## config.mk

```make
export PLATFORM = sky130hd
export DESIGN_NAME = fifo_wr_arbiter
export DESIGN_NICKNAME = d
export VERILOG_FILES = /design/src/rtl/fifo_ctrl_pkg.sv /design/src/rtl/rr_pick.sv /design/src/rtl/fifo_wr_arbiter.sv
export SDC_FILE = /design/constraint.sdc
export NUM_CORES = 1
export LEC_CHECK = 0
export ABC_AREA = 1
export BUFFER_PORTS_ARGS = -buffer_cell sky130_fd_sc_hd__buf_4
export CAP_MARGIN = 20
export CORE_MARGIN = 4
export CORE_UTILIZATION = 44
export DETAILED_ROUTE_END_ITERATION = 16
export PLACE_DENSITY = 0.79
export SLEW_MARGIN = 20
export SYNTH_ARGS = -nofsm -noshare
export SYNTH_HDL_FRONTEND = slang
export SYNTH_HIERARCHICAL = 1
export SYNTH_SLANG_ARGS = --single-unit
```

## constraint.sdc

```tcl
create_clock -name clk -period 2.2 [get_ports clk]
set_input_delay 0.11 -clock clk [delete_from_list [all_inputs] [get_ports clk]]
set_output_delay 0.11 -clock clk [all_outputs]
set_load 0.05 [all_outputs]
```

## src/rtl/fifo_ctrl_pkg.sv

```systemverilog
`default_nettype none
// ============================================================================
// Module      : fifo_ctrl_pkg
// Description : Shared definitions for the FIFO write-side controller slice:
//               arbiter state encoding and owner-index width helper.
// Revision    : 1.0 - initial release
// ============================================================================
package fifo_ctrl_pkg;

    // Write-port arbiter states
    typedef enum logic [0:0] {
        ST_IDLE  = 1'b0,
        ST_BURST = 1'b1
    } arb_state_t;

    // Width of an index into n requesters; never less than one bit
    function automatic int own_width(input int n);
        return ($clog2(n) > 1) ? $clog2(n) : 1;
    endfunction

endpackage
`default_nettype wire

```

## src/rtl/rr_pick.sv

```systemverilog
`default_nettype none
// ============================================================================
// Module      : rr_pick
// Description : Combinational rotating-priority picker. Returns the first
//               asserted request found searching upward from 'base',
//               wrapping from NUM_REQ-1 back to 0.
// Revision    : 1.0 - initial release
// ============================================================================
module rr_pick #(
    parameter int NUM_REQ = 4,
    parameter int IDX_W   = 2
) (
    input  logic [NUM_REQ-1:0] req,
    input  logic [IDX_W-1:0]   base,
    output logic               hit,
    output logic [IDX_W-1:0]   idx
);

    logic [2*NUM_REQ-1:0] w_dbl;
    logic [NUM_REQ-1:0]   w_rot;
    logic [IDX_W-1:0]     w_offset;
    logic [IDX_W:0]       w_sum;

    // Rotate the request vector so bit 0 corresponds to 'base'
    assign w_dbl = {req, req} >> base;
    assign w_rot = w_dbl[NUM_REQ-1:0];

    // Scan offsets from high to low so the smallest offset from base wins
    always_comb begin
        hit      = 1'b0;
        w_offset = '0;
        for (int k = NUM_REQ - 1; k >= 0; k--) begin
            if (w_rot[k]) begin
                hit      = 1'b1;
                w_offset = IDX_W'(k);
            end
        end
    end

    // Map the rotated offset back to an absolute requester index
    always_comb begin
        w_sum = {1'b0, base} + {1'b0, w_offset};
        if (w_sum >= (IDX_W + 1)'(NUM_REQ)) begin
            w_sum = w_sum - (IDX_W + 1)'(NUM_REQ);
        end
        idx = w_sum[IDX_W-1:0];
    end

endmodule
`default_nettype wire

```

## src/rtl/fifo_wr_arbiter.sv

```systemverilog
`default_nettype none
// ============================================================================
// Module      : fifo_wr_arbiter
// Description : Round-robin burst arbiter sharing one FIFO write port among
//               NUM_REQ requesters. A winner keeps the port for up to
//               BURST_LEN beats; beats are back-pressured by fifo_full.
//               A sticky flag records any FIFO write-error pulse.
// Revision    : 1.0 - initial release
// ============================================================================
module fifo_wr_arbiter
    import fifo_ctrl_pkg::*;
#(
    parameter  int NUM_REQ   = 4,
    parameter  int WIDTH     = 8,
    parameter  int BURST_LEN = 4,
    localparam int OWN_W     = own_width(NUM_REQ)
) (
    input  logic                     clk,
    input  logic                     rst,
    input  logic [NUM_REQ-1:0]       req,
    input  logic [NUM_REQ*WIDTH-1:0] req_data,
    output logic [NUM_REQ-1:0]       gnt,
    input  logic                     fifo_full,
    input  logic                     fifo_wr_err,
    output logic                     fifo_wr_en,
    output logic [WIDTH-1:0]         fifo_wdata,
    output logic [OWN_W-1:0]         owner,
    output logic                     busy,
    output logic                     wr_err_seen
);

    localparam int                 c_cnt_w     = $clog2(BURST_LEN) + 1;
    localparam logic [c_cnt_w-1:0] c_last_beat = c_cnt_w'(BURST_LEN - 1);
    localparam logic [OWN_W-1:0]   c_top_idx   = OWN_W'(NUM_REQ - 1);

    arb_state_t         r_state;
    arb_state_t         w_state_nxt;
    logic [OWN_W-1:0]   r_owner;
    logic [OWN_W-1:0]   w_owner_nxt;
    logic [OWN_W-1:0]   r_last_owner;
    logic [OWN_W-1:0]   w_last_owner_nxt;
    logic [c_cnt_w-1:0] r_beat_cnt;
    logic [c_cnt_w-1:0] w_beat_cnt_nxt;
    logic               r_wr_err_seen;

    logic [OWN_W-1:0]   w_base;
    logic               w_pick_hit;
    logic [OWN_W-1:0]   w_pick_idx;
    logic               w_owner_req;
    logic [WIDTH-1:0]   w_owner_data;

    // Search starts one past the previous winner so priority rotates
    assign w_base = (r_last_owner == c_top_idx) ? '0 : (r_last_owner + OWN_W'(1));

    rr_pick #(
        .NUM_REQ (NUM_REQ),
        .IDX_W   (OWN_W)
    ) u_rr_pick (
        .req  (req),
        .base (w_base),
        .hit  (w_pick_hit),
        .idx  (w_pick_idx)
    );

    // Select the current owner's request bit and data slice
    always_comb begin
        w_owner_req  = 1'b0;
        w_owner_data = '0;
        for (int i = 0; i < NUM_REQ; i++) begin
            if (r_owner == OWN_W'(i)) begin
                w_owner_req  = req[i];
                w_owner_data = req_data[i*WIDTH +: WIDTH];
            end
        end
    end

    // Next-state and write-port outputs; a beat is accepted combinationally
    always_comb begin
        w_state_nxt      = r_state;
        w_owner_nxt      = r_owner;
        w_last_owner_nxt = r_last_owner;
        w_beat_cnt_nxt   = r_beat_cnt;
        gnt              = '0;
        fifo_wr_en       = 1'b0;
        fifo_wdata       = '0;
        case (r_state)
            ST_IDLE: begin
                // Arbitration bubble: choose the winner, write nothing
                if (w_pick_hit) begin
                    w_state_nxt      = ST_BURST;
                    w_owner_nxt      = w_pick_idx;
                    w_last_owner_nxt = w_pick_idx;
                    w_beat_cnt_nxt   = '0;
                end
            end
            ST_BURST: begin
                if (!w_owner_req) begin
                    // Owner released early; give the port back
                    w_state_nxt = ST_IDLE;
                end else if (!fifo_full) begin
                    fifo_wr_en = 1'b1;
                    fifo_wdata = w_owner_data;
                    gnt        = NUM_REQ'(1) << r_owner;
                    if (r_beat_cnt == c_last_beat) begin
                        w_state_nxt = ST_IDLE;
                    end else begin
                        w_beat_cnt_nxt = r_beat_cnt + c_cnt_w'(1);
                    end
                end
                // fifo_full with request held: stall, everything holds
            end
        endcase
    end

    // Arbiter state registers
    always_ff @(posedge clk or posedge rst) begin
        if (rst) begin
            r_state      <= ST_IDLE;
            r_owner      <= '0;
            r_last_owner <= c_top_idx;
            r_beat_cnt   <= '0;
        end else begin
            r_state      <= w_state_nxt;
            r_owner      <= w_owner_nxt;
            r_last_owner <= w_last_owner_nxt;
            r_beat_cnt   <= w_beat_cnt_nxt;
        end
    end

    // Sticky record of any FIFO write-error pulse
    always_ff @(posedge clk or posedge rst) begin
        if (rst) begin
            r_wr_err_seen <= 1'b0;
        end else if (fifo_wr_err) begin
            r_wr_err_seen <= 1'b1;
        end
    end

    assign owner       = r_owner;
    assign busy        = (r_state == ST_BURST);
    assign wr_err_seen = r_wr_err_seen;

endmodule
`default_nettype wire

```

==> results of run 1 <==
kinds of logic (layout without fill, tap and decap cells):
kind of cell,Yosys count,in the layout,share of synthesized area (%)
AOI/OAI and AO/OA,28,28,15.90
xor gates and xnor gates,1,1,0.8435
adders and majority gates,4,4,4.819
buffers and inverters,20,81,12.05
DFF,9,9,21.93
and+or+nand+nor,92,92,44.46
routing by layer:
layer / GRT usage [%] / vias up
met4: 9.153 / 0
met5: 0 / -
met3: 2.529 / 8
li1: - / 638
met1: 23.78 / 588
met2: 41.75 / 43
worst max-delay path: cells and delay by family, from the launching register on:
| family | cells | cell delay (ns) |
|---|---|---|
| xor+xnor | 1 | 0.15 |
| buf+inv | 2 | 0.23 |
| compound gates | 2 | 0.18 |
| simple gates | 8 | 0.57 |
| fa+ha+maj | 2 | 0.34 |
| flops | 1 | 0.57 |
area by class of cell:
type,instances,share of cell area (%)
inverter,15,4.535
clock buffer,4,1.614
timing repair buffer,62,28.75
multi-input combinational,125,48.81
tap,28,2.152
sequential,9,14.14
registers in the layout (all words and copies together), names as in the netlist:
name and flops:
r_beat_cnt 3, owner 2, r_last_owner 2, busy 1
wr_err_seen 1
worst max path at each step:
| stage | end |
|---|---|
| after floorplan | fifo_wdata[2] |
| after global placement | owner[1] |
| after detailed placement | owner[1] |
| after CTS | owner[1] |
| after global routing | owner[1] |
| final | owner[1] |
cells in the mapped netlist:
cell type / count / area share [%]
nor3_1: 2 / 0.96
nand4_1: 1 / 0.60
a31oi_1: 1 / 0.60
inv_2: 4 / 1.4
inv_8: 1 / 1.1
inv_1: 9 / 3.3
o22ai_1: 1 / 0.60
a21oi_2: 3 / 2.5
a21boi_1: 1 / 0.72
nand3_4: 1 / 1.7
nor3_2: 1 / 0.96
nor2_2: 8 / 4.8
nand2_2: 2 / 1.2
dfstp_2: 2 / 5.1
a21oi_1: 2 / 0.96
o21ai_2: 1 / 0.84
o21ai_0: 15 / 7.2
nand4_2: 1 / 1.2
nor2_1: 7 / 2.5
inv_6: 1 / 0.84
dfrtp_1: 7 / 17
nand2_4: 1 / 1.1
ha_1: 4 / 4.8
nand3_2: 3 / 2.9
o21ai_1: 2 / 0.96
nand3_1: 23 / 11
o21a_1: 2 / 1.4
buf_6: 5 / 5.4
or2_2: 1 / 0.60
xor2_1: 1 / 0.84
nand2_1: 41 / 15
metrics by stage:
| step | setup WS, ns | TNS, ns | hold WS, ns |
|---|---|---|---|
| after detailed placement | 0.008618 | 0 | 0.09334 |
| after global routing | -0.08225 | -0.09948 | 0.02953 |
| final | 0.03290 | 0 | 0.03542 |
| after global placement | 0.1416 | 0 | 0.08500 |
| after CTS | 0.01782 | 0 | 0.02270 |
| after floorplan | 0.03247 | 0 | -0.06351 |
power breakdown:
group,internal [W],switching [W]
logic,0.000786,0.00134
registers,0.000255,0.000133
clock network,0.0000699,0.0000580
repair_timing:
item                       CTS  global route
setup buffers                2             2
hold endpoints to repair     7             0
setup endpoints to repair    1             8
hold buffers                 1             0
resized for setup            7            24
pin swaps                    4             9
==> flow_summary.ini, run 1 <==
[hold_path]
hold-path-cell-count = 2
hold_end = wr_err_seen
hold_class = in -> reg
worstHoldStart = fifo_wr_err

[layout]
multi_input_area_sq_um = 794.5
ff_latch_area_sq_um = 230.2
insertedDiodeCount = 0
final_common_cell = buf_4
layout.cells.most_common_list = 61 x buf_4, 32 x nand2_1, 14 x nand3_1, 14 x o21ai_0, 12 x nand3_2
final.fill_count = 175
syn2layout_area_growth_pct = 56.75
design.final.nets = 260
layout_cells_sized_above_1_pct = 54.88
final_cell_area_sq_um = 1628
post_layout_nonfiller_instances = 243
final_util_pct = 72.89

[power_and_ir_drop]
post-layout-total-power_w = 0.002642
p_leak_nw = 0.8315
max-vdd-ir-drop_uv = 1214
power-per-cell-area_nw_per_um2 = 1623

[critical_path]
cp-end-kind = flip-flop
critical_path.max_stage_delay_ns = 0.57
worstRegToRegCells = 15
critical_path.cell_chain = ha_4 -> nor2_1 -> buf_4 -> nand2_4 -> nand3_2 -> nand2_2 -> nand3_2 -> a21boi_2 -> ha_2 -> xor2_2 -> inv_1 -> nand3_1 -> nand2_1 -> nand2_1 -> o21ai_1
crit_type = reg -> reg
critical_path_required_ns = 2.35
worst-r2r-setup-slack_ns = 0.03
rr_startpoint = r_last_owner[1]
r2r_end = owner[1]
critPathMaxFanout = 6
timing.critical_path.slowest_stage_cell = dfstp_2
arrival_ns = 2.32
cp-startpoint = r_last_owner[1]
critPathLaunchType = flip-flop

[logic_synthesis]
synth.yosys.seq_area_share_pct = 21.93
ys.warnings.count = 6
syn_avg_cell_area_sq_um = 6.743
number_of_library_cell_types_mapped_by_synthesis = 31
ffs_latches_synth = 9
syn-instance-count = 154
postSynthNetCount = 198
post_synth_instance_area_sq_um = 1038

[outcome]
outcome = finished clean

[clocking]
cts-buffers-inserted = 3
tritoncts = built
h-tree-depth = 1
cts_sinks = 9
clock_transition_time_at_the_flip_flop_clock_pins_of_the_worst_setup_and_hold_paths_ns = 0.06
cts_buffer_depth = 2
clk_root_buffer_cell = clkbuf_4
clock_latency_ns = 0.26

[global_routing]
grt_max_degree = 15
wire_length_of_the_first_global_routing_pass_um = 5699
antenna_found_initial = 0
grtUsageTotal_pct = 21.88
global_route.overflow_total = 0
first_global_vias = 1296

[floorplanning]
fp.dieW_um = 56.58
design.die.area_sq_um = 3201
design.portCount = 57
floorplan.die.height_um = 56.58
start_util_pct = 46.50
floorplan.rows = 17
floorplan.core_area_sq_um = 2233

[routing]
route.vias.total = 1277
route.detailed.wl_per_inst_um = 14.70
post-route-drc-count = 0
drt.antenna.violating_nets = 0
route.layer.met1.wl_um = 1449
highest_layer = met4
router_iterations_before_antenna_repair = 4
dr_wl_met3_um = 181
wl_met2_um = 1863
avgViaCountPerCell = 5.255
postRouteWirelength_um = 3572
initial_drc_count = 33

[place]
gp_congestion = 0.8763
io_buffer_count = 56
dpl.hpwl_um = 2666
placedCellCount = 234
dpl-instance-area_sq_um = 1445

[sta]
setup_viol = 0
finalHoldViolCount = 0
finalCritPeriodShare_pct = 98.50
layout_min_cycle_time_ns = 2.167
grt_setup_unrepaired = yes
timing_max_transition_violations_final = 0
relative_slew_slack_pct = 75.56
worst_slew_pin_slew_ns = 0.3653
maxClockFrequency_ghz = 0.4614
skew_ns = 0.006012

[job]
max_cap_violations = 0
(Power assumes the default switching activity.)
==> inputs of run 2 (changes only) <==
--- a/config.mk
+++ b/config.mk
@@ -5,13 +5,12 @@
 export SDC_FILE = /design/constraint.sdc
 export NUM_CORES = 1
 export LEC_CHECK = 0
-export ABC_AREA = 1
+export ABC_AREA = 0
 export BUFFER_PORTS_ARGS = -buffer_cell sky130_fd_sc_hd__buf_4
 export CAP_MARGIN = 20
-export CORE_MARGIN = 4
 export CORE_UTILIZATION = 44
 export DETAILED_ROUTE_END_ITERATION = 16
-export PLACE_DENSITY = 0.79
+export PLACE_DENSITY = 0.8
 export SLEW_MARGIN = 20
 export SYNTH_ARGS = -nofsm -noshare
 export SYNTH_HDL_FRONTEND = slang
==> run 2 against run 1 <==
Area after synthesis down 4.0%; via count down 25%; clock-buffer cell count unchanged; clock power down 9%; clock skew down 0.00094 ns; critical endpoint unchanged; largest cell class unchanged.
==> flow_summary.ini, run 2 <==
[outcome]
outcome = finished clean

[critical_path]
critical_path_required_ns = 2.34
critPathMaxFanout = 6
arrival_ns = 2.19
rr_startpoint = r_last_owner[0]
r2r_end = owner[1]
cp-end-kind = flip-flop
worst-r2r-setup-slack_ns = 0.15
critPathLaunchType = flip-flop
worstRegToRegCells = 10
crit_type = reg -> reg

[place]
placedCellCount = 177
dpl.hpwl_um = 2144
io_buffer_count = 56
dpl-instance-area_sq_um = 1445
gp_congestion = 0.7328

[logic_synthesis]
syn_avg_cell_area_sq_um = 10.39
post_synth_instance_area_sq_um = 997.2
post-synth-top-area-fraction_pct = 23.71
ffs_latches_synth = 9
yosys-top-cells-area = mux4_1 24%, dfrtp_1 18%, nor2b_1 6.9%, nand2_1 6.4%, dfstp_2 5.3%
synth.yosys.seq_area_share_pct = 22.84
synth-async-reset-ratio_pct = 100.0
synthDominantAreaCellType = mux4_1
postSynthNetCount = 140
syn-instance-count = 96
number_of_library_cell_types_mapped_by_synthesis = 33
synth_most_common_cell = nand2_1
ys_dominant_reg_cell = dfrtp_1
ys.warnings.count = 6
synth.cells.most_frequent = 17 x nand2_1, 11 x nor2b_1, 9 x mux4_1
post_synth_edffs = 0

[power_and_ir_drop]
power_report.internal_total_w = 0.0009155
p_leak_nw = 0.7324
power.switching_w = 0.0008541
power.share.combinational_pct = 73.6
power_frac_clock_pct = 6.6
max-vdd-ir-drop_uv = 914.9
power-per-cell-area_nw_per_um2 = 1179
seq_power_share_pct = 19.8
power_switching_share_pct = 48.26

[clocking]
cts_buffer_depth = 2
clock_transition_time_at_the_flip_flop_clock_pins_of_the_worst_setup_and_hold_paths_ns = 0.06
tritoncts = built
h-tree-depth = 1
cts-buffers-inserted = 3
cts_sinks = 9
clk_root_buffer_cell = clkbuf_4
postCtsSetupBuffers = 0
clock_latency_ns = 0.25

[hold_path]
worstHoldStart = fifo_wr_err
hold-path-cell-count = 2
hold_class = in -> reg
hold_end = wr_err_seen

[routing]
router_iterations_before_antenna_repair = 4
post-route-drc-count = 0
drt.antenna.violating_nets = 0
avgViaCountPerCell = 5.297
postRouteWirelength_um = 2633
route.detailed.wl_per_inst_um = 14.47
route.vias.total = 964
initial_drc_count = 6

[sta]
skew_ns = 0.005075
finalCritPeriodShare_pct = 93.02
grt_setup_unrepaired = no
setup_viol = 0
finalHoldViolCount = 0
relative_slew_slack_pct = 70.95
fin_tns_setup_ns = 0
layout_min_cycle_time_ns = 2.047
maxClockFrequency_ghz = 0.4886
timing_max_transition_violations_final = 0
worst_slew_pin_slew_ns = 0.4341

[layout]
layout_cells_sized_above_1_pct = 48.39
insertedDiodeCount = 0
final_util_pct = 73.53
post_layout_nonfiller_instances = 182
largest_register_ffs = 3
final.fill_count = 168
syn2layout_area_growth_pct = 50.56
largest-register = r_beat_cnt
final_cell_area_sq_um = 1501
final_common_cell = buf_4
layout.cells.most_common_list = 58 x buf_4, 17 x nand2_1, 11 x nor2b_1, 9 x mux4_1, 7 x dfrtp_1
design.final.nets = 200

[floorplanning]
floorplan.die.height_um = 49.61
start_util_pct = 48.84
floorplan.core_area_sq_um = 2042
fp.dieW_um = 49.61
floorplan.rows = 16
design.portCount = 57
design.die.area_sq_um = 2461

[global_routing]
antenna_found_initial = 0
first_global_vias = 972
global_route.overflow_total = 0
grt_max_degree = 12
wire_length_of_the_first_global_routing_pass_um = 4305
grtUsageTotal_pct = 22.52

[job]
max_cap_violations = 0
run 2: cell types whose count changed after synthesis, moves of 3 or more:
cell / previous run / this run
a21oi_2: 3 / 0
inv_1: 9 / 5
inv_2: 4 / 0
mux2i_1: 0 / 5
mux4_1: 0 / 9
nand2_1: 41 / 17
nand2b_1: 0 / 5
nand3_1: 23 / 1
nor2_1: 7 / 3
nor2_2: 8 / 0
nor2b_1: 0 / 11
o21ai_0: 15 / 0
run 2: cell families after synthesis:
kind of cell | after synthesis | share of synthesized area, %
multiplexers | 15 | 30.24
adder cells (fa/ha/maj) | 4 | 5.019
buffers and inverters | 9 | 5.646
AND/OR/NAND/NOR | 48 | 26.48
XOR/XNOR | 2 | 1.757
AO/OA/AOI/OAI | 9 | 8.031
flip-flops | 9 | 22.84
run 2: per-layer routing:
layer / wire length, um / vias to the layer above / global-route usage, %
met4: 0 / 0 / 4.286
li1: - / 476 / -
met2: 1423 / 31 / 45.50
met5: 0 / - / 0
met1: 1071 / 457 / 24.02
met3: 138 / 0 / 3.395
run 2: final cells by class:
type	instances	area, sq um	share of cell area, %
Clock buffer	4	26.28	1.750
Inverter	5	18.77	1.250
Multi-Input combinational cell	78	749.5	49.92
Sequential cell	9	227.7	15.17
Tap cell	27	33.78	2.250
Timing Repair Buffer	59	445.4	29.67
run 2: how the worst max path moves through the flow:
| stage | start | end | slack (ns) | cells past startpoint |
|---|---|---|---|---|
| after floorplan | owner[1] | fifo_wdata[0] | 0.05 | 4 |
| after global placement | r_last_owner[0] | owner[1] | 0.17 | 10 |
| after detailed placement | r_last_owner[0] | owner[1] | 0.11 | 10 |
| after CTS | r_last_owner[0] | owner[1] | 0.09 | 10 |
| after global routing | r_last_owner[0] | owner[1] | 0.03 | 10 |
| final | r_last_owner[0] | owner[1] | 0.15 | 10 |
run 2: timing repair:
action | in CTS | in global routing
hold endpoints to repair | 7 | 0
gates resized for setup | 0 | 3
endpoints found under the setup margin | 0 | 2
hold buffers | 1 | 0
run 2: worst max-delay path: stages (launching register included):
cell and delay, ns:
dfstp_2 0.56, ha_4 0.23, nand2b_1 0.16, a2bb2oi_1 0.15, o211ai_1 0.10, o21a_1 0.14
ha_1 0.20, xnor2_2 0.14, xnor2_1 0.12, nand2_1 0.08, nand2_1 0.05
run 2: stage by stage:
step | setup slack, ns | power (W) | hold WS (ns)
floorplan | 0.04881 | 0.001312 | -0.06351
global placement | 0.1702 | 0.001551 | 0.08291
detailed placement | 0.1067 | 0.001594 | 0.08512
CTS | 0.09194 | 0.001718 | 0.05291
global route | 0.03395 | 0.001903 | 0.05820
finish | 0.1535 | 0.001770 | 0.06016
run 2: power groups by stage:
| stage | combinational, W | clock [W] | sequential [W] |
|---|---|---|---|
| detailed placement | 0.00125 | 0 | 0.000343 |
| global route | 0.00141 | 0.000131 | 0.000360 |
| floorplan | 0.000915 | 0 | 0.000397 |
| finish | 0.00130 | 0.000117 | 0.000350 |
| global placement | 0.00122 | 0 | 0.000334 |
| CTS | 0.00126 | 0.000122 | 0.000339 |
